[src/rtl/dmarb_pkg.sv]
// Shared types and limits for the data-memory round-robin arbiter.
package dmarb_pkg;
  localparam int DMARB_MAX_NREQ = 8;

  typedef enum logic {
    IDLE   = 1'b0,
    ACCESS = 1'b1
  } dmarb_state_t;
endpackage

[src/rtl/rr_priority_picker.sv]
// Combinational round-robin picker: the first set bit of req at or after ptr,
// wrapping from NREQ-1 back to 0.
module rr_priority_picker #(
  parameter int NREQ = 2,
  parameter int IW   = 1
) (
  input  logic [NREQ-1:0] req,
  input  logic [IW-1:0]   ptr,
  output logic [NREQ-1:0] win_oh,
  output logic [IW-1:0]   win_idx,
  output logic            any
);

  always_comb begin
    int j;
    j       = 0;
    win_oh  = '0;
    win_idx = '0;
    any     = 1'b0;
    for (int k = 0; k < NREQ; k++) begin
      j = int'(ptr) + k;
      if (j >= NREQ) j = j - NREQ;
      if (!any && req[j]) begin
        any        = 1'b1;
        win_oh[j]  = 1'b1;
        win_idx    = IW'(j);
      end
    end
  end

endmodule

[src/rtl/data_mem_arbiter.sv]
// Round-robin arbiter sharing one single-port data memory between NREQ requesters.
// Each grant gets one registered ACCESS cycle, then a registered Ack/RData pulse.
module data_mem_arbiter
  import dmarb_pkg::*;
#(
  parameter int W    = 8,
  parameter int A    = 8,
  parameter int NREQ = 2
) (
  input  logic                Clk,
  input  logic                Reset,
  input  logic [NREQ-1:0]     Req,
  input  logic [NREQ-1:0]     We,
  input  logic [NREQ*A-1:0]   Addr,
  input  logic [NREQ*W-1:0]   WData,
  output logic [NREQ-1:0]     Gnt,
  output logic [NREQ-1:0]     Ack,
  output logic [W-1:0]        RData,
  output logic                Busy,
  output logic [A-1:0]        Mem_Addr,
  output logic [W-1:0]        Mem_DataIn,
  output logic                Mem_WriteEn,
  input  logic [W-1:0]        Mem_DataOut,
  output dmarb_state_t        Dbg_State
);

  localparam int IW = (NREQ > 1) ? $clog2(NREQ) : 1;

  dmarb_state_t    state_q, state_d;
  logic [IW-1:0]   rr_q, owner_q, win_idx;
  logic [A-1:0]    addr_q;
  logic [W-1:0]    wdata_q, rdata_q;
  logic            we_q, win_any;
  logic [NREQ-1:0] ack_q, elig, win_oh, own_oh;

  // A requester whose Ack is showing this cycle cannot win again until the next one.
  assign elig   = Req & ~ack_q;
  assign own_oh = NREQ'(1) << owner_q;

  rr_priority_picker #(.NREQ(NREQ), .IW(IW)) u_picker (
    .req     (elig),
    .ptr     (rr_q),
    .win_oh  (win_oh),
    .win_idx (win_idx),
    .any     (win_any)
  );

  always_ff @(posedge Clk or negedge Reset) begin
    if (!Reset) state_q <= IDLE;
    else        state_q <= state_d;
  end

  always_comb begin
    state_d = state_q;
    case (state_q)
      IDLE:    if (win_any) state_d = ACCESS;
      ACCESS:  state_d = IDLE;
      default: state_d = IDLE;
    endcase
  end

  always_ff @(posedge Clk or negedge Reset) begin
    if (!Reset) begin
      rr_q    <= '0;
      owner_q <= '0;
      addr_q  <= '0;
      wdata_q <= '0;
      we_q    <= 1'b0;
      ack_q   <= '0;
      rdata_q <= '0;
    end else begin
      ack_q <= '0;
      if (state_q == IDLE && win_any) begin
        owner_q <= win_idx;
        addr_q  <= Addr[win_idx*A +: A];
        wdata_q <= WData[win_idx*W +: W];
        we_q    <= We[win_idx];
        rr_q    <= (win_idx == IW'(NREQ-1)) ? '0 : win_idx + IW'(1);
      end
      // A write cycle also captures the word being overwritten.
      if (state_q == ACCESS) begin
        ack_q   <= own_oh;
        rdata_q <= Mem_DataOut;
      end
    end
  end

  assign Gnt         = (state_q == ACCESS) ? own_oh : '0;
  assign Busy        = (state_q == ACCESS);
  assign Ack         = ack_q;
  assign RData       = rdata_q;
  assign Mem_Addr    = (state_q == ACCESS) ? addr_q : '0;
  assign Mem_DataIn  = (state_q == ACCESS) ? wdata_q : '0;
  assign Mem_WriteEn = Reset && (state_q == ACCESS) && we_q;
  assign Dbg_State   = state_q;

  logic unused_win_oh;
  assign unused_win_oh = ^win_oh;

endmodule

[config.mk]
export PLATFORM = sky130hd
export DESIGN_NAME = data_mem_arbiter
export DESIGN_NICKNAME = d
export VERILOG_FILES = /design/src/rtl/dmarb_pkg.sv /design/src/rtl/rr_priority_picker.sv /design/src/rtl/data_mem_arbiter.sv
export SDC_FILE = /design/constraint.sdc
export NUM_CORES = 1
export LEC_CHECK = 0
export ABC_AREA = 1
export BUFFER_PORTS_ARGS = -buffer_cell sky130_fd_sc_hd__buf_2
export CAP_MARGIN = 40
export CORE_MARGIN = 4
export CORE_UTILIZATION = 46
export CTS_CLUSTER_DIAMETER = 150
export DETAILED_ROUTE_END_ITERATION = 10
export GPL_ROUTABILITY_DRIVEN = 0
export PLACE_DENSITY = 0.85
export SLEW_MARGIN = 20
export SYNTH_ARGS = -nofsm -noshare
export SYNTH_HDL_FRONTEND = slang
export SYNTH_SLANG_ARGS = --single-unit
[constraint.sdc]
create_clock -name Clk -period 1.3 [get_ports Clk]
set_clock_uncertainty 0.05 [all_clocks]
set_input_delay 0.065 -clock Clk [delete_from_list [all_inputs] [get_ports Clk]]
set_output_delay 0.065 -clock Clk [all_outputs]
set_load 0.005 [all_outputs]
; ---- Word level (Yosys, flattened, before mapping)
; Cells that the tools add are included.
[word_totals]
wordCells = 48
ff_bits = 30
inputBits = 46
out_inout_bits = 31
[classes]
reduce_logical = 5
magnitude_cmp = 5
n_bitwise = 3
shifts = 3
mux = 20
addsub = 4
[ops]
columns = operator, n
row1 = $lt 32x3->1 const B, 2
row2 = $mux 32, 2
row3 = $ge 32x3->1 const B, 1
row4 = $shiftx 16x5->8, 2
row5 = $sub 32x3->32 const B, 1
row6 = $mux 8, 2
row7 = $mux 1, 14
row8 = $logic_and 1x1->1, 4
row9 = $sub 1x2->3 const B, 1
row10 = $add 1x1->2 const B, 1
row11 = $and 2x2->2, 1
row12 = $ge 1x2->1 const B, 1
row13 = $lt 1x2->1 const B, 1
row14 = $mux 2, 1
row15 = $not 2->2, 1
row16 = $pmux 1 s2, 1
row17 = $shl 1x1->2 const A, 1
row18 = $add 1x1->1 const B, 1
row19 = $logic_not 1->1, 1
row20 = $not 1->1, 1

; ---- Depth between registers and ports, before layout
; Gate-level depths: netlist of run 1.
[depth]
depth_word = 11
ltp_mapped = 9
depth_no_buf = 8

; ---- Modules after synthesis
; From an unflattened synthesis of run 1, not the netlist that was laid out.
[unflattened]
hier_cells = 228
area_unflattened_um2 = 1586.5
[by_module_without_submodules]
columns = mod, area_per_inst_um2, seq_area_each_um2, cells_per_inst, n_inst
row1 = data_mem_arbiter, 1531.5, 750.7, 214, 1
row2 = rr_priority_picker, 55.1, 0.0, 14, 1

; ---- Worst setup path before layout of run 1
; No wires, ideal clock.
[synth_path]
path_kind = flip-flop to flip-flop
start = reg state_q (netlist: Busy)
end = reg addr_q[1]
stages_incl_launch_ff = 8
n_path_buf = 3
arrival_time_ns = 1.026
required_time_ns = 1.134
setup_time_ns = 0.116
period_less_slack_ns = 1.193
path_slack_ns = 0.107
cell_sequence = dfrtp_1 -> buf_6 -> inv_4 -> nand2_4 -> buf_6 -> buf_8 -> nand2_1 -> nand2_1
[synth_between]
elab_chain_cells = 2
[synth_rtl]
columns = item, line_no
row1 = "start, declared", data_mem_arbiter.sv:29  ; dmarb_state_t state_q, state_d;
row2 = "start signal, assigned", data_mem_arbiter.sv:50  ; else state_q <= state_d;
row3 = $not 1->1, data_mem_arbiter.sv:73  ; if (state_q == IDLE && win_any) begin
row4 = $logic_and 1x1->1, data_mem_arbiter.sv:73
row5 = "end signal, assigned", data_mem_arbiter.sv:75  ; addr_q <= Addr[win_idx*A +: A];
row6 = "end, declared", data_mem_arbiter.sv:31  ; logic [A-1:0] addr_q;
; No other way between the ends.
; A chain may end at the register's enable or synchronous reset.

; ---- Final worst setup path of run 1
[layout_path]
start = reg state_q (netlist: Busy)
end = out Mem_WriteEn
[layout_between]
elab_chain_cells = 2
[layout_rtl]
columns = item, line_no
row1 = $logic_and 1x1->1 (2 in series), data_mem_arbiter.sv:94  ; assign Mem_WriteEn = Reset && (state_q == ACCESS) && we_q;
row2 = "end, declared", data_mem_arbiter.sv:22  ; output logic Mem_WriteEn,
; No other way between the ends.

==> flow_summary.json, run 1 <==
{
  "outcome": "complete, but fails checks",
  "violations": "setup timing",
  "core_area_um2": 3420,
  "cp_data_arrival_time_ps": 1220,
  "cts_num_sinks": 30,
  "hold_class": "primary input to flop",
  "detail-route-antenna-nets": 0,
  "p_int_mw": 2.76,
  "cp_data_required_time_ps": 1190,
  "io_pins": 77,
  "initial_core_util_pct": 48.5,
  "clk_latency_ps": 320,
  "r2r-end": "wdata_q[1]$_DFFE_PN0P_",
  "avgSynthCellArea_um2": 7.56,
  "cp_max_fo": 14,
  "p_comb_share_pct": 52.0,
  "yosys_warnings": 0,
  "fp.dieArea_um2": 4630,
  "p_sw_share_pct": 41.8,
  "syn_inst": 219,
  "fin_nets": 377,
  "syn_area_um2": 1660,
  "n_fill_cell": 274,
  "antenna_found_initial": 1,
  "area_growth_syn_to_layout_pct": 49.9,
  "fin_util_pct": 72.7,
  "ir_drop_uv": 890,
  "setup_tns_ps": -36.0,
  "finalPower_mw": 4.73,
  "first_iter_violations": 63,
  "timing.critical_path.from_type": "flop",
  "place_ws_ps": 43.4,
  "worstSetupStartpoint": "Busy$_DFF_PN0_",
  "setup_slack_ps": -34.0,
  "drt_wl_total_um": 4860,
  "seq_area_frac_synth_pct": 45.3,
  "vias": 1784,
  "grt_pass1_wl_um": 7450,
  "synth.distinct_cells": 21,
  "post-route-period-util_pct": 103,
  "wl_per_cell_um": 12.8,
  "cts_tree": "done",
  "hold_viol_final": 0,
  "cts_made_buffers": 5,
  "final_cell_mix": "110 x nand2_1, 75 x buf_2, 29 x dfrtp_1",
  "p_switching_mw": 1.98,
  "r2r_cells": 7,
  "p_seq_share_pct": 35.5,
  "rsz0062_at_grt": "true",
  "slew_viol_final": 0,
  "grt_max_degree": 31,
  "fin_crit_ps": 1330,
  "drc": 0,
  "cp-endpoint": "Mem_WriteEn",
  "cts-root-buf": "clkbuf_4",
  "r2r-start": "Ack[0]$_DFF_PN0_",
  "dr.pass1.iters": 4,
  "grt_remaining_overflow": 0,
  "min_from": "Addr[3]",
  "power_frac_clock_pct": 12.5,
  "final_common_cell": "nand2_1",
  "synth_fp_nets": 265,
  "worst_pin_slew_ps": 369,
  "avgViaCountPerCell": 4.71,
  "fmax_mhz": 750,
  "crit_type": "flop to primary output",
  "slew_headroom_pct": 75.4,
  "clockBufferDepth": 2,
  "p_per_area_nw_per_um2": 1910,
  "cap_violations": 0,
  "setup.worst_path.end_class": "primary output",
  "layout-drive-gt1-share_pct": 39.2,
  "reg2reg_setup_slack_ps": 60,
  "die_w_um": 68.0,
  "cts_max_level": 2,
  "track_usage_pct": 21.7,
  "portBuffers": 76,
  "synth_seq_cells": 30,
  "leakage_nw": 1.53,
  "grt_pass1_vias": 1641,
  "fp-row-count": 21,
  "clk_pin_slew_ps": 100,
  "finalSetupViolations": 3,
  "die_y_um": 68.0,
  "hpwl_um": 2910
}
-- stage by stage --
stage / hold slack, ps / instances / instance area [um2]
6_report: 4.14 / 379 / 2480
3_3_place_gp: 90.6 / 335 / 2010
3_5_place_dp: 89.7 / 335 / 2010
2_1_floorplan: -281 / 219 / 1660
4_1_cts: 2.12 / 373 / 2420
5_1_grt: 12.6 / 379 / 2480
-- Yosys cell counts (all sizes together) --
library cell	count	area [um2]
nand2	133	566
dfrtp	30	751
inv	22	85.1
nand3	18	103
buf	8	82.6
clkbuf	3	41.3
o21ai	2	10.0
and3	1	6.26
clkinv	1	8.76
nor2	1	3.75
-- metal layers --
metal	global-route usage [%]	routed length, um	vias up
met5	0	0	-
met4	8.93	170	0
met3	4.27	308	15
met2	40.4	2570	71
met1	23.6	1810	821
li1	-	-	877
-- power by group through the flow --
stage / registers, mW / logic [mW] / clock network [mW]
after floorplan: 1.62 / 1.49 / 0
after global placement: 1.62 / 1.98 / 0
after detailed placement: 1.64 / 2.03 / 0
after CTS: 1.66 / 2.32 / 0.597
after global routing: 1.71 / 2.77 / 0.648
final: 1.68 / 2.46 / 0.591
-- kinds of logic (layout without fill, tap and decap cells) --
logic type / after synthesis / count (layout) / synth area share, %
and+or+nand+nor: 153 / 154 / 40.9
AOI/OAI and AO/OA: 2 / 2 / 0.604
DFF: 30 / 30 / 45.3
other: 0 / 1 / 0
buffers and inverters: 34 / 146 / 13.1
-- how the worst min path moves through the flow --
stage | cells past startpoint | slack [ps] | end
2_1_floorplan | 0 | -280 | Ack[0]$_DFF_PN0_
3_3_place_gp | 2 | 90 | wdata_q[0]$_DFFE_PN0P_
3_5_place_dp | 2 | 90 | wdata_q[4]$_DFFE_PN0P_
4_1_cts | 5 | 2 | wdata_q[0]$_DFFE_PN0P_
5_1_grt | 5 | 10 | wdata_q[0]$_DFFE_PN0P_
6_report | 5 | 4 | addr_q[3]$_DFFE_PN0P_
-- state kept, by name, summed over array words and instances, names as in the netlist --
signal,flops
Busy,1
RData,8
rr_q,1
we_q,1
Ack,2
owner_q,1
addr_q,8
wdata_q,8
-- layout make-up --
class	count	area [um2]	area share (%)
flip-flops and latches	30	752	30.3
multi-input cells	156	722	29.1
clock inverters	2	12.5	0.504
clock buffers	6	51.3	2.07
inverters	23	96.3	3.88
diodes	1	2.50	0.101
repair buffers	115	790	31.8
well taps	46	57.6	2.32
-- repair_timing --
item | in CTS | in global routing
cloned | 1 | 1
setup buffers | 3 | 4
pin swaps | 0 | 3
gates resized for setup | 10 | 11
endpoints found under the hold margin | 54 | 0
hold buffers | 26 | 0
setup endpoints to repair | 21 | 37
-- worst max-delay path, stage by stage, from the launching register on --
cell and delay (ps):
dfrtp_2 470, buf_12 170, and3_4 150, buf_6 110
(Power assumes the default switching activity.)
==> run 2, diff against run 1 <==
REMOVE_ABC_BUFFERS = 1   (was unset)
==> flow_summary.json, run 2 (same netlist as run 1, synthesis figures left out) <==
{
  "drt_wl_total_um": 4580,
  "cp_data_required_time_ps": 1190,
  "whs_path_depth": 5,
  "n_fill_cell": 259,
  "p_per_area_nw_per_um2": 1870,
  "ir_drop_uv": 1050,
  "fin_crit_ps": 1320,
  "grt_remaining_overflow": 0,
  "r2r-end": "owner_q$_DFFE_PN0P_",
  "track_usage_pct": 20.1,
  "finalPower_mw": 4.61,
  "min_from": "WData[10]",
  "cts_made_buffers": 5,
  "fin_util_pct": 72.3,
  "wl_per_cell_um": 12.0,
  "rsz0062_at_grt": "true",
  "slew_viol_final": 0,
  "drc": 0,
  "final_common_cell": "nand2_1",
  "max_stage_delay_ps": 470,
  "setup.worst_path.end_class": "primary output",
  "cts_num_sinks": 30,
  "initial_core_util_pct": 48.5,
  "place_area_um2": 2020,
  "die_w_um": 68.0,
  "hold_class": "primary input to flop",
  "dr.pass1.iters": 4,
  "first_iter_violations": 94,
  "fin_nets": 380,
  "path_buf_inv": 2,
  "path_cells": "buf_6, and3_4, buf_6",
  "fp-row-count": 21,
  "cp_max_fo": 7,
  "fp.dieArea_um2": 4630,
  "grt_max_degree": 31,
  "final_area_um2": 2470,
  "layout-drive-gt1-share_pct": 38.6,
  "timing.critical_path.from_type": "flop",
  "cap_violations": 0,
  "r2r-start": "Busy$_DFF_PN0_",
  "cp_common_cell": "buf_6",
  "crit_type": "flop to primary output",
  "finalNonFillerCells": 380,
  "post-route-period-util_pct": 102,
  "grt_pass1_vias": 1640,
  "detail-route-antenna-nets": 0,
  "cts-root-buf": "clkbuf_4",
  "hold_end": "wdata_q[2]$_DFFE_PN0P_",
  "clk_latency_ps": 320,
  "worst_pin_slew_ps": 363,
  "area_growth_syn_to_layout_pct": 49.0,
  "fmax_mhz": 756,
  "placed_cells": 336,
  "cts_tree": "done",
  "r2r_cells": 6,
  "antenna_found_initial": 0,
  "critPathTopFamily": "flip-flops",
  "cts_max_level": 2,
  "worstSetupStartpoint": "Busy$_DFF_PN0_",
  "die_y_um": 68.0,
  "setup_slack_ps": -22.6,
  "leakage_nw": 1.53,
  "grt_pass1_wl_um": 7010,
  "reg2reg_setup_slack_ps": 60,
  "vias": 1747,
  "hpwl_um": 2800,
  "slew_headroom_pct": 75.8,
  "outcome": "complete, but fails checks",
  "clk_pin_slew_ps": 90,
  "clockBufferDepth": 2,
  "avgViaCountPerCell": 4.60,
  "portBuffers": 76,
  "diodes": 0,
  "io_pins": 77,
  "place_ws_ps": 41.4,
  "finalSetupViolations": 1,
  "crit_slowest_cell": "dfrtp_2",
  "cp_data_arrival_time_ps": 1210,
  "core_area_um2": 3420,
  "final_cell_mix": "113 x nand2_1, 74 x buf_2, 29 x dfrtp_1",
  "violations": "setup timing",
  "hold_viol_final": 0
}
## run 2: worst min-delay path, delay by kind of cell
family,cells,cell delay [ps]
and+or+nand+nor,4,210
buffers and inverters,1,70
## run 2: metrics by stage
| stage | TNS (ps) | hold WS, ps |
|---|---|---|
| finish | -22.6 | 2.90 |
| global route | -1010 | 13.6 |
| CTS | -14.9 | 0.441 |
| detailed placement | 0 | 78.5 |
| global placement | 0 | 82.6 |
| floorplan | -4950 | -281 |
## run 2: per-layer routing
layer / global-route usage, % / vias up / share of wire, %
li1: - / 887 / -
met1: 23.1 / 787 / 40
met2: 35.1 / 64 / 50
met3: 6.90 / 9 / 7.8
met4: 5.96 / 0 / 1.7
met5: 0 / - / 0
## run 2: power by group
group | internal, mW | switching [mW] | total, mW
registers | 1.38 | 0.278 | 1.66
logic | 1.10 | 1.36 | 2.46
clock network | 0.194 | 0.306 | 0.500
total | 2.67 | 1.94 | 4.61
## run 2: how the worst max path moves through the flow
stage	endpoint	slack, ps	cells after the start
after floorplan	rr_q$_DFFE_PN0P_	-270	5
after global placement	rr_q$_DFFE_PN0P_	60	7
after detailed placement	rr_q$_DFFE_PN0P_	40	7
after CTS	Mem_WriteEn	-10	3
after global routing	Mem_Addr[0]	-70	4
final	Mem_WriteEn	-20	3
## run 2: timing repair
action                                 4_1_cts  5_1_grt
pin swaps                                    0        2
endpoints found under the hold margin       55        0
hold buffers                                26        0
buffers inserted                             1        8
gates resized for setup                      9       11
gates cloned                                 1        1
setup endpoints to repair                   15       37
## run 2: area by class of cell
type / count / area [um2] / share of cell area [%]
repair buffers: 118 / 796 / 32.2
flip-flops and latches: 30 / 752 / 30.5
multi-input cells: 156 / 714 / 28.9
inverters: 23 / 101 / 4.11
well taps: 46 / 57.6 / 2.33
clock buffers: 5 / 37.5 / 1.52
clock inverters: 2 / 10.0 / 0.405
==> run 3, diff against run 2 <==
ABC_AREA = unset   (was 1)
CORE_MARGIN = unset   (was 4)
CORE_UTILIZATION = 44   (was 46)
PLACE_DENSITY = 0.84   (was 0.85)
==> flow_summary.json, run 3 <==
{
  "r2r_cells": 5,
  "slew_viol_final": 0,
  "setup.worst_path.end_class": "flop",
  "violations": "setup timing",
  "fin_crit_ps": 1430,
  "ir_drop_uv": 1350,
  "hold_viol_final": 0,
  "cp_data_required_time_ps": 1460,
  "slew_headroom_pct": 74.5,
  "first_iter_violations": 66,
  "synth.area.top_cells": "dfrtp_1 51%, a221o_1 12%, nor4b_1 10%, and2_1 7.3%, mux2_2 6.1%",
  "io_pins": 77,
  "post-route-period-util_pct": 110,
  "grt_remaining_overflow": 0,
  "portBuffers": 76,
  "finalPower_mw": 4.92,
  "die_w_um": 59.7,
  "final_area_um2": 2360,
  "top_usage_layer": "met2",
  "p_seq_share_pct": 34.9,
  "diodes": 0,
  "synth_common_cells": "30 x dfrtp_1, 17 x a221o_1, 17 x and2_1, 17 x nor4b_1, 8 x mux2_2",
  "fp.dieArea_um2": 3570,
  "dr.pass1.iters": 4,
  "fin_nets": 272,
  "power_frac_clock_pct": 10.1,
  "setup_tns_ps": -2880,
  "drt_wl_total_um": 4380,
  "grtUsageMet1_pct": 30.2,
  "clk_latency_ps": 320,
  "p_sw_share_pct": 34.9,
  "cap_violations": 0,
  "p_per_area_nw_per_um2": 2080,
  "max_stage_delay_ps": 410,
  "die_y_um": 59.7,
  "cts_tree": "done",
  "hold_end": "addr_q[7]$_DFFE_PN0P_",
  "seq_area_frac_synth_pct": 51.2,
  "grt_pass1_vias": 1468,
  "timing.critical_path.from_type": "flop",
  "synth_seq_cells": 30,
  "worst_pin_slew_ps": 383,
  "wl_per_cell_um": 16.2,
  "path_cells": "buf_6, nor3b_4, buf_12, nor4b_1, a221o_1",
  "place_ws_ps": -128,
  "reg2reg_setup_slack_ps": -130,
  "fmax_mhz": 698,
  "grt_max_degree": 31,
  "cp_data_arrival_time_ps": 1590,
  "r2r-end": "we_q$_DFFE_PN0P_",
  "drc": 0,
  "detail-route-antenna-nets": 0,
  "cts_made_buffers": 5,
  "synth.distinct_cells": 18,
  "synth-main-ff-cell": "dfrtp_1",
  "finalNonFillerCells": 270,
  "crit_slowest_cell": "dfrtp_1",
  "p_comb_share_pct": 54.9,
  "cts_num_sinks": 30,
  "whs_path_depth": 3,
  "syn_area_um2": 1470,
  "avgSynthCellArea_um2": 13.0,
  "layout-drive-gt1-share_pct": 51.3,
  "outcome": "complete, but fails checks",
  "setup_slack_ps": -133,
  "final_cell_mix": "71 x buf_2, 29 x dfrtp_1, 26 x dlygate4sd3_1",
  "area_growth_syn_to_layout_pct": 61.1,
  "cts-root-buf": "clkbuf_4",
  "leakage_nw": 1.15,
  "min_from": "Addr[15]",
  "antenna_found_initial": 0,
  "grt_pass1_wl_um": 6870,
  "core_area_um2": 3100,
  "cts_max_level": 2,
  "place_area_um2": 1930,
  "async_flop_share_pct": 100,
  "crit_type": "flop to flop",
  "yosys_warnings": 0,
  "synth_top_cell_area_share_pct": 51.2,
  "p_switching_mw": 1.72,
  "track_usage_pct": 26.6,
  "r2r-start": "Ack[0]$_DFF_PN0_",
  "rsz0062_at_grt": "true",
  "placed_cells": 233,
  "vias": 1417,
  "synth_most_common_cell": "dfrtp_1",
  "cp_max_fo": 18,
  "clockBufferDepth": 2,
  "synth-edff-count": 0,
  "fp-row-count": 20,
  "initial_core_util_pct": 47.3,
  "p_int_mw": 3.20,
  "hold_class": "primary input to flop",
  "avgViaCountPerCell": 5.25,
  "clk_pin_slew_ps": 80,
  "final_common_cell": "buf_2",
  "gr-usage-met3_pct": 6.28,
  "finalSetupViolations": 36,
  "synth_area_leader_cell": "dfrtp_1",
  "hpwl_um": 2710,
  "syn_inst": 113,
  "use_met2_pct": 48.9
}
run 3: changes by cell type after synthesis, moves of 3 or more:
cell      change
inv_1        -17
nand3_1      -17
mux2_2        +8
nor4b_1      +17
clkbuf_8      -3
nand2_1     -114
and2_1       +17
nand2_2      -17
a21o_1        +3
clkbuf_1      +4
a221o_1      +17
run 3: cell type report:
type	instances	area (um2)
clock buffer	7	45.0
fill	215	741
inverter	2	7.51
multi-input combinational	69	651
sequential	30	752
tap	44	55.1
timing repair buffer	118	852
run 3: through the flow:
| stage | utilization [%] | hold WS [ps] |
|---|---|---|
| after floorplan | - | -281 |
| after global placement | 62.2 | 71.0 |
| after detailed placement | 62.2 | 86.9 |
| after CTS | 75.4 | 143 |
| after global routing | 76.1 | 161 |
| final | 76.1 | 152 |
run 3: metal layers:
metal  share of wire, %  routed length, um  up-vias
met1                 38               1660      683
met5                  0                  0        -
met3                6.4                282        7
met2                 54               2370       67
li1                   -                  -      660
met4                1.6                 69        0
run 3: cells by family after synthesis:
kind of cell / share of synthesized area [%]
muxes: 6.14
AOI/OAI and AO/OA: 14.9
DFF: 51.2
and+or+nand+nor: 21.2
buffers and inverters: 6.48
run 3: worst max-delay path: cells and delay by family (launching register included):
family	cells	cell delay [ps]
AND/OR/NAND/NOR	2	280
AO/OA/AOI/OAI	1	270
buffers and inverters	2	310
flip-flops	1	410
run 3: worst max-delay path by stage:
stage,from,slack [ps],to
after CTS,Ack[0]$_DFF_PN0_,-130,we_q$_DFFE_PN0P_
after floorplan,Busy$_DFF_PN0_,-480,addr_q[0]$_DFFE_PN0P_
after detailed placement,Ack[0]$_DFF_PN0_,-130,wdata_q[0]$_DFFE_PN0P_
final,Ack[0]$_DFF_PN0_,-130,we_q$_DFFE_PN0P_
after global routing,Ack[0]$_DFF_PN0_,-180,wdata_q[7]$_DFFE_PN0P_
after global placement,Ack[1]$_DFF_PN0_,-70,we_q$_DFFE_PN0P_
run 3: what timing repair did:
item / CTS / global route
buffers inserted: 4 / 1
resized for setup: 14 / 7
pin swaps: 14 / 1
endpoints found under the hold margin: 55 / 0
endpoints found under the setup margin: 40 / 48
hold buffers: 26 / 0
run 3: power groups by stage:
stage / Combinational (mW) / Clock [mW] / Sequential, mW
3_3_place_gp: 2.16 / 0 / 1.65
6_report: 2.70 / 0.498 / 1.72
3_5_place_dp: 2.25 / 0 / 1.69
4_1_cts: 2.60 / 0.517 / 1.68
5_1_grt: 2.92 / 0.554 / 1.77
2_1_floorplan: 1.06 / 0 / 1.77
